<file path="src/rtl/uart_tx_master_if.sv">
// tilelink: minimal single-beat TileLink-UL bundle used between console logic and the UART slave.
// The master drives the A channel and d_ready; the slave drives a_ready and the D channel.
interface tilelink;
  logic        a_valid;
  logic        a_ready;
  logic [2:0]  a_opcode;
  logic [31:0] a_address;
  logic [31:0] a_data;
  logic        d_valid;
  logic        d_ready;
  logic [31:0] d_data;

  modport master (
    output a_valid, a_opcode, a_address, a_data, d_ready,
    input  a_ready, d_valid, d_data
  );

  modport slave (
    input  a_valid, a_opcode, a_address, a_data, d_ready,
    output a_ready, d_valid, d_data
  );
endinterface

</file>
<file path="src/rtl/uart_tx_master.sv">
// uart_tx_master: drains a local byte FIFO into the console UART's TX_FIFO register over TileLink.
// Every byte is preceded by a STATUS read; the TX write is only issued once Tx-Full (bit 3) reads clear.
// Optional macro UART_TX_INIT_EN: after reset the block first writes 0x3 to CONTROL (reset Rx/Tx
// FIFOs) and waits for its response before any polling starts.
module uart_tx_master #(
  parameter logic [31:0] BASE_ADDR  = 32'h0,
  parameter int          FIFO_DEPTH = 8,
  parameter int          POLL_GAP   = 4
) (
  input  logic                          clk,
  input  logic                          rst_n,
  tilelink.master                       bus,
  input  logic                          tx_valid,
  input  logic [7:0]                    tx_data,
  output logic                          tx_ready,
  output logic [$clog2(FIFO_DEPTH):0]   fifo_count,
  output logic                          busy
);

  localparam int PW = $clog2(FIFO_DEPTH);
  localparam int GW = (POLL_GAP > 1) ? $clog2(POLL_GAP) : 1;

  localparam logic [PW:0]   CNT_FULL = (PW+1)'(FIFO_DEPTH);
  localparam logic [PW:0]   CNT_ONE  = (PW+1)'(1);
  localparam logic [PW-1:0] PTR_ONE  = PW'(1);
  localparam logic [GW-1:0] GAP_LAST = GW'((POLL_GAP > 0) ? POLL_GAP - 1 : 0);
  localparam logic [GW-1:0] GAP_ONE  = GW'(1);

  localparam logic [2:0]  OP_GET       = 3'd4;
  localparam logic [2:0]  OP_PUT_FULL  = 3'd0;
  localparam logic [31:0] ADDR_TX      = BASE_ADDR + 32'h4;
  localparam logic [31:0] ADDR_STATUS  = BASE_ADDR + 32'h8;
`ifdef UART_TX_INIT_EN
  localparam logic [31:0] ADDR_CONTROL = BASE_ADDR + 32'hc;
`endif

`ifdef UART_TX_INIT_EN
  typedef enum logic [2:0] {
    S_IDLE, S_POLL_REQ, S_POLL_RSP, S_GAP, S_WR_REQ, S_WR_RSP, S_INIT, S_INIT_RSP
  } state_t;
`else
  typedef enum logic [2:0] {
    S_IDLE, S_POLL_REQ, S_POLL_RSP, S_GAP, S_WR_REQ, S_WR_RSP
  } state_t;
`endif

  state_t          state, state_nxt;
  logic            a_valid_q, a_valid_nxt;
  logic [2:0]      a_opcode_q, a_opcode_nxt;
  logic [31:0]     a_address_q, a_address_nxt;
  logic [31:0]     a_data_q, a_data_nxt;
  logic [GW-1:0]   gap_cnt, gap_cnt_nxt;
`ifdef UART_TX_INIT_EN
  logic            init_done, init_done_nxt;
`endif

  logic [7:0]      mem [FIFO_DEPTH];
  logic [PW-1:0]   wr_ptr, rd_ptr;
  logic [PW:0]     count;
  logic            push, pop;
  logic [7:0]      head_byte;

  // Only bit 3 of the STATUS word matters; the rest of the D data is intentionally ignored.
  logic unused_d_bits;
  assign unused_d_bits = ^{bus.d_data[31:4], bus.d_data[2:0]};

  // Producer handshake: ready depends only on occupancy, held low while in reset.
  assign tx_ready   = rst_n & (count != CNT_FULL);
  assign push       = tx_valid & tx_ready;
  assign head_byte  = mem[rd_ptr];
  assign fifo_count = count;
  assign busy       = (count != '0) | (state != S_IDLE);

  assign bus.a_valid   = a_valid_q;
  assign bus.a_opcode  = a_opcode_q;
  assign bus.a_address = a_address_q;
  assign bus.a_data    = a_data_q;
`ifdef UART_TX_INIT_EN
  assign bus.d_ready   = (state == S_POLL_RSP) | (state == S_WR_RSP) | (state == S_INIT_RSP);
`else
  assign bus.d_ready   = (state == S_POLL_RSP) | (state == S_WR_RSP);
`endif

  // Byte storage; contents need no reset because the pointers define validity.
  always_ff @(posedge clk) begin
    if (push) begin
      mem[wr_ptr] <= tx_data;
    end
  end

  // Circular-buffer pointers and occupancy; a simultaneous push and pop leaves the count unchanged.
  always_ff @(posedge clk) begin
    if (!rst_n) begin
      wr_ptr <= '0;
      rd_ptr <= '0;
      count  <= '0;
    end else begin
      if (push) begin
        wr_ptr <= wr_ptr + PTR_ONE;
      end
      if (pop) begin
        rd_ptr <= rd_ptr + PTR_ONE;
      end
      case ({push, pop})
        2'b10:   count <= count + CNT_ONE;
        2'b01:   count <= count - CNT_ONE;
        default: count <= count;
      endcase
    end
  end

  // State register plus the registered A-channel fields.
  always_ff @(posedge clk) begin
    if (!rst_n) begin
      state       <= S_IDLE;
      a_valid_q   <= 1'b0;
      a_opcode_q  <= OP_GET;
      a_address_q <= BASE_ADDR;
      a_data_q    <= '0;
      gap_cnt     <= '0;
`ifdef UART_TX_INIT_EN
      init_done   <= 1'b0;
`endif
    end else begin
      state       <= state_nxt;
      a_valid_q   <= a_valid_nxt;
      a_opcode_q  <= a_opcode_nxt;
      a_address_q <= a_address_nxt;
      a_data_q    <= a_data_nxt;
      gap_cnt     <= gap_cnt_nxt;
`ifdef UART_TX_INIT_EN
      init_done   <= init_done_nxt;
`endif
    end
  end

  // Next-state logic; A fields are loaded only when a request is launched and held until a_ready.
  always_comb begin
    state_nxt     = state;
    a_valid_nxt   = a_valid_q;
    a_opcode_nxt  = a_opcode_q;
    a_address_nxt = a_address_q;
    a_data_nxt    = a_data_q;
    gap_cnt_nxt   = gap_cnt;
    pop           = 1'b0;
`ifdef UART_TX_INIT_EN
    init_done_nxt = init_done;
`endif
    case (state)
      S_IDLE: begin
`ifdef UART_TX_INIT_EN
        if (!init_done) begin
          state_nxt     = S_INIT;
          a_valid_nxt   = 1'b1;
          a_opcode_nxt  = OP_PUT_FULL;
          a_address_nxt = ADDR_CONTROL;
          a_data_nxt    = 32'h3;
        end else
`endif
        if (count != '0) begin
          state_nxt     = S_POLL_REQ;
          a_valid_nxt   = 1'b1;
          a_opcode_nxt  = OP_GET;
          a_address_nxt = ADDR_STATUS;
        end
      end
      S_POLL_REQ: begin
        if (bus.a_ready) begin
          a_valid_nxt = 1'b0;
          state_nxt   = S_POLL_RSP;
        end
      end
      S_POLL_RSP: begin
        if (bus.d_valid) begin
          if (bus.d_data[3]) begin
            if (POLL_GAP == 0) begin
              state_nxt     = S_POLL_REQ;
              a_valid_nxt   = 1'b1;
              a_opcode_nxt  = OP_GET;
              a_address_nxt = ADDR_STATUS;
            end else begin
              state_nxt   = S_GAP;
              gap_cnt_nxt = '0;
            end
          end else begin
            state_nxt     = S_WR_REQ;
            a_valid_nxt   = 1'b1;
            a_opcode_nxt  = OP_PUT_FULL;
            a_address_nxt = ADDR_TX;
            a_data_nxt    = {24'b0, head_byte};
          end
        end
      end
      S_GAP: begin
        if (gap_cnt == GAP_LAST) begin
          state_nxt     = S_POLL_REQ;
          a_valid_nxt   = 1'b1;
          a_opcode_nxt  = OP_GET;
          a_address_nxt = ADDR_STATUS;
        end else begin
          gap_cnt_nxt = gap_cnt + GAP_ONE;
        end
      end
      S_WR_REQ: begin
        if (bus.a_ready) begin
          a_valid_nxt = 1'b0;
          pop         = 1'b1;
          state_nxt   = S_WR_RSP;
        end
      end
      S_WR_RSP: begin
        if (bus.d_valid) begin
          state_nxt = S_IDLE;
        end
      end
`ifdef UART_TX_INIT_EN
      S_INIT: begin
        if (bus.a_ready) begin
          a_valid_nxt = 1'b0;
          state_nxt   = S_INIT_RSP;
        end
      end
      S_INIT_RSP: begin
        if (bus.d_valid) begin
          init_done_nxt = 1'b1;
          state_nxt     = S_IDLE;
        end
      end
`endif
      default: begin
        state_nxt = S_IDLE;
      end
    endcase
  end

endmodule

</file>
<file path="src/flat_wrapper.sv">
// flat-port wrapper written by rule: the top's interface ports become plain ports
module uart_tx_master_flat 
#(
  parameter logic [31:0] BASE_ADDR  = 32'h0,
  parameter int          FIFO_DEPTH = 8,
  parameter int          POLL_GAP   = 4
)
  (clk, rst_n, tx_valid, tx_data, tx_ready, fifo_count, busy, bus_a_valid, bus_a_opcode, bus_a_address, bus_a_data, bus_d_ready, bus_a_ready, bus_d_valid, bus_d_data);
  tilelink bus_i ();
  input  logic clk;
  input  logic rst_n;
  input  logic tx_valid;
  input  logic [7:0] tx_data;
  output logic tx_ready;
  output logic [$clog2(FIFO_DEPTH):0] fifo_count;
  output logic busy;
  output wire logic [$bits(bus_i.a_valid)-1:0] bus_a_valid;
  output wire logic [$bits(bus_i.a_opcode)-1:0] bus_a_opcode;
  output wire logic [$bits(bus_i.a_address)-1:0] bus_a_address;
  output wire logic [$bits(bus_i.a_data)-1:0] bus_a_data;
  output wire logic [$bits(bus_i.d_ready)-1:0] bus_d_ready;
  input wire logic [$bits(bus_i.a_ready)-1:0] bus_a_ready;
  input wire logic [$bits(bus_i.d_valid)-1:0] bus_d_valid;
  input wire logic [$bits(bus_i.d_data)-1:0] bus_d_data;
  assign bus_a_valid = bus_i.a_valid;
  assign bus_a_opcode = bus_i.a_opcode;
  assign bus_a_address = bus_i.a_address;
  assign bus_a_data = bus_i.a_data;
  assign bus_d_ready = bus_i.d_ready;
  assign bus_i.a_ready = bus_a_ready;
  assign bus_i.d_valid = bus_d_valid;
  assign bus_i.d_data = bus_d_data;
  uart_tx_master #(.BASE_ADDR(BASE_ADDR), .FIFO_DEPTH(FIFO_DEPTH), .POLL_GAP(POLL_GAP)) u_core (.clk(clk), .rst_n(rst_n), .bus(bus_i), .tx_valid(tx_valid), .tx_data(tx_data), .tx_ready(tx_ready), .fifo_count(fifo_count), .busy(busy));
endmodule
</file>
<file path="config.mk">
export PLATFORM = sky130hd
export DESIGN_NAME = uart_tx_master_flat
export DESIGN_NICKNAME = d
export VERILOG_FILES = /design/src/rtl/uart_tx_master_if.sv /design/src/rtl/uart_tx_master.sv /design/src/flat_wrapper.sv
export SDC_FILE = /design/constraint.sdc
export NUM_CORES = 1
export LEC_CHECK = 0
export ABC_AREA = 1
export BUFFER_PORTS_ARGS = -buffer_cell sky130_fd_sc_hd__buf_2
export CAP_MARGIN = 20
export CORE_MARGIN = 4
export CORE_UTILIZATION = 25
export CTS_CLUSTER_SIZE = 24
export DETAILED_ROUTE_END_ITERATION = 8
export PLACE_DENSITY_LB_ADDON = 0.1
export SYNTH_ARGS = -nofsm -noshare
export SYNTH_HDL_FRONTEND = slang
export SYNTH_SLANG_ARGS = --single-unit
</file>
<file path="constraint.sdc">
create_clock -name clk -period 1.8 [get_ports clk]
set_input_delay 0.36 -clock clk [delete_from_list [all_inputs] [get_ports clk]]
set_output_delay 0.36 -clock clk [all_outputs]
set_load 0.02 [all_outputs]
</file>
==> summary.md <==
| Metric | Value |
|---|---|
| Final wirelength | 10500 um |
| Setup CP Type | reg2out |
| Hold-fix buffers at CTS | 0 |
| F_max | 582 MHz |
| Clock Power Share | 36.0% |
| Final hold viol count | 0 |
| Hold_sp | tx_data[0] |
| Wirelength per Cell | 14.3 um |
| Status | completed |
| Synth top area cells | edfxtp_1 44%, dfxtp_1 12%, buf_4 10% |
| # diodes | 0 |
| Post-layout min period | 1720 ps |
| Starting Density | 25.8% |
| Worst Setup End Kind | primary output |
| Root Driver | clkbuf_16 |
| Clock sink count | 91 |
| Synthesis-to-finish area growth | 17.2% |
| Internal Dissipation | 3.77 mW |
| Post-route DRC violation count | 0 |
| Synth area leader | edfxtp_1 |
| DRT Pass-1 Iters | 4 |
| CTS tree | done |
| H-Tree Depth | 3 |
| Global route overflow | 0 |
| # port buffers | 32 |
| Comb pwr share | 19.2% |
| I/O pin count | 120 |
| Clock latency on the worst-skew pair | 340 ps |
| Max FO, Critical Path | 2 |
| CTS Buf Count | 9 |
| Initial antenna violation count | 0 |
| Arr. time, crit path | 1360 ps |
| Synth Register Bits | 91 |
| Sw Pwr | 1.57 mW |
| Power density over the cells | 1050 mW/mm^2 |
| Synth top area share | 44.4% |
| RSZ-0062 raised after global routing | false |
| Reg2Reg Launch Point | u_core.fifo_count[2] |
| YS warnings | 0 |
| Worst R2R Setup Slack | 120 ps |
| Routability Congestion | 0.745 |
| Hpwl dp | 7330 um |
| Fillers | 1744 |
| Critical Path Source Type | flop |
| Final antenna-violating net count | 0 |
| Max_cap viols | 0 |
| GRT Total Usage | 11.0% |
| Setup Skew | 9.09 ps |
| Share of layout cells above drive strength 1 | 20.8% |
| Mapped Cells | 450 |
| Chip Width | 140 um |
| 1st-iter DRT viols | 118 |
| Sw Ratio | 29.3% |
| R2R depth | 10 |
| Via density | 4.14 |
| Sequential share of power | 44.8% |
| Max-slew violations | 0 |
| Setup violators final | 0 |
| Placed cells | 717 |
| Crit Reg-Reg Endpoint | u_core.fifo_count[3] |
| CTS clock-pin slew for the worst setup and hold paths | 60 ps |
| Vias in the first global route | 2852 |
| Final Net Count | 560 |
| Post-Layout Cell Count | 734 |
| DR vias | 3036 |
| Seq/Total Area, Yosys | 56.8% |
| First-pass GRT wire length | 16300 um |
| Chip Height | 140 um |
| Crit path from | u_core.fifo_count[1] |
| Post-Syn Area | 0.00433 mm^2 |
| Netlist cell types | 29 |
| Worst IR Drop VDD | 0.000475 V |
| Crit share post-route | 95.5% |
| Worst Setup EP | busy |
| CP Data Required Time | 1440 ps |
| Maximum clock insertion buffer count | 2 |
| Largest net degree at the start of global routing | 25 |
| Syn Area/Cell | 9.63 um^2 |
| WHS | 306 ps |
| Die area | 0.0195 mm^2 |
| Std cell rows | 47 |
| Leakage | 2.08 nW |
| Min-Delay Path Class | in2reg |
| Core area | 0.0168 mm^2 |
## cell usage in the layout, fill, tap and decap left out, types with 2 or more instances in the layout
master,instances
nand3_1,35
conb_1,56
clkbuf_16,10
nand2_1,38
nor2_4,6
inv_2,5
nand4_1,3
nor3_1,5
edfxtp_1,64
buf_2,32
a21oi_2,3
a21oi_1,19
dfxtp_1,24
o21ai_0,44
nor2_2,2
dfxtp_4,2
ha_1,4
inv_1,23
nor2_1,86
buf_4,30
clkinv_4,2
nand2_2,3
nand2_4,2
clkbuf_8,2
o21ai_1,3
## worst min path at each step
stage                                        end  slack (ps)  depth (start not counted)
after floorplan                 u_core.wr_ptr[0]         460                          2
after global placement    u_core.bus.a_opcode[2]         440                          2
after detailed placement  u_core.bus.a_opcode[2]         440                          2
after CTS                       u_core.mem[0][7]         290                          1
after global routing            u_core.mem[0][1]         310                          1
final                           u_core.mem[0][0]         310                          1
## per-layer routing
metal	track usage (%)	share of wire (%)	wire length [um]	vias to the layer above
met3	2.26	5.0	524	17
li1	-	-	-	1516
met5	0	0	0	-
met2	17.2	45	4710	79
met4	4.69	2.1	223	0
met1	14.8	48	5030	1424
## power groups by stage
| stage | registers [mW] | logic [mW] | clock network [mW] |
|---|---|---|---|
| 2_1_floorplan | 2.50 | 0.730 | 0 |
| 3_3_place_gp | 2.43 | 1.01 | 0 |
| 3_5_place_dp | 2.43 | 1.01 | 0 |
| 4_1_cts | 2.39 | 1.01 | 2.00 |
| 5_1_grt | 2.40 | 1.16 | 2.09 |
| 6_report | 2.39 | 1.03 | 1.92 |
## cell type report
cell class              count  area [um^2]  area share, %
flip-flops and latches     91         2470           48.7
inverters                  29          109           2.14
multi-input cells         316         1530           30.1
repair buffers             62          385           7.59
clock buffers              13          282           5.54
clock inverters             3         26.3          0.517
well taps                 220          275           5.42
## sequential cells by signal, summed over array words and instances, names as in the netlist
signal and flops:
u_core.bus.a_address 2, u_core.gap_cnt 2, u_core.fifo_count 4, u_core.state 3, u_core.rd_ptr 3, u_core.bus.a_opcode 1, u_core.wr_ptr 3, u_core.bus.a_data 8
u_core.mem 64, u_core.bus.a_valid 1
## per-stage QoR
stage	setup TNS, ps	area (um^2)	worst slack, ps	util (%)	total power, mW
2_1_floorplan	-2550	4580	-78.6	-	3.23
3_3_place_gp	-5.75	4740	-5.75	28.3	3.44
3_5_place_dp	0	4740	0.659	28.3	3.45
4_1_cts	0	5050	25.6	30.1	5.40
5_1_grt	0	5080	1.37	30.3	5.65
6_report	0	5080	81.7	30.3	5.34
## synth_stat cells, drive strengths merged
| cell type | n |
|---|---|
| a31oi | 1 |
| a21oi | 22 |
| clkbuf | 4 |
| nand3 | 35 |
| nor2 | 95 |
| o21ai | 48 |
| inv | 28 |
| nor3 | 5 |
| ha | 6 |
| buf | 65 |
| conb | 1 |
| nand2 | 43 |
| or2 | 1 |
| xnor2 | 1 |
| nand4 | 3 |
| dfxtp | 27 |
| edfxtp | 64 |
| clkinv | 1 |
## critical path, cell delays in order, from the launching register on
cell and delay (ps):
dfxtp_4 350, nor2_4 140, nand3_1 160, nor2_4 150, inv_1 60, buf_2 150
## kinds of logic (layout without fill, tap and decap cells)
kind of cell | Yosys count | count (layout) | share of synthesized area [%]
xor gates and xnor gates | 1 | 1 | 0.202
other | 1 | 56 | 0.0866
adders and majority gates | 6 | 6 | 1.73
and+or+nand+nor | 182 | 182 | 18.5
DFF | 91 | 91 | 56.8
buffers and inverters | 98 | 107 | 13.8
AOI/OAI and AO/OA | 71 | 71 | 8.84
## what timing repair did
action,in CTS,in global routing
setup buffers,0,1
setup endpoints to repair,0,4
resized for setup,0,6
No activity file was read; power rests on OpenSTA's default activity.
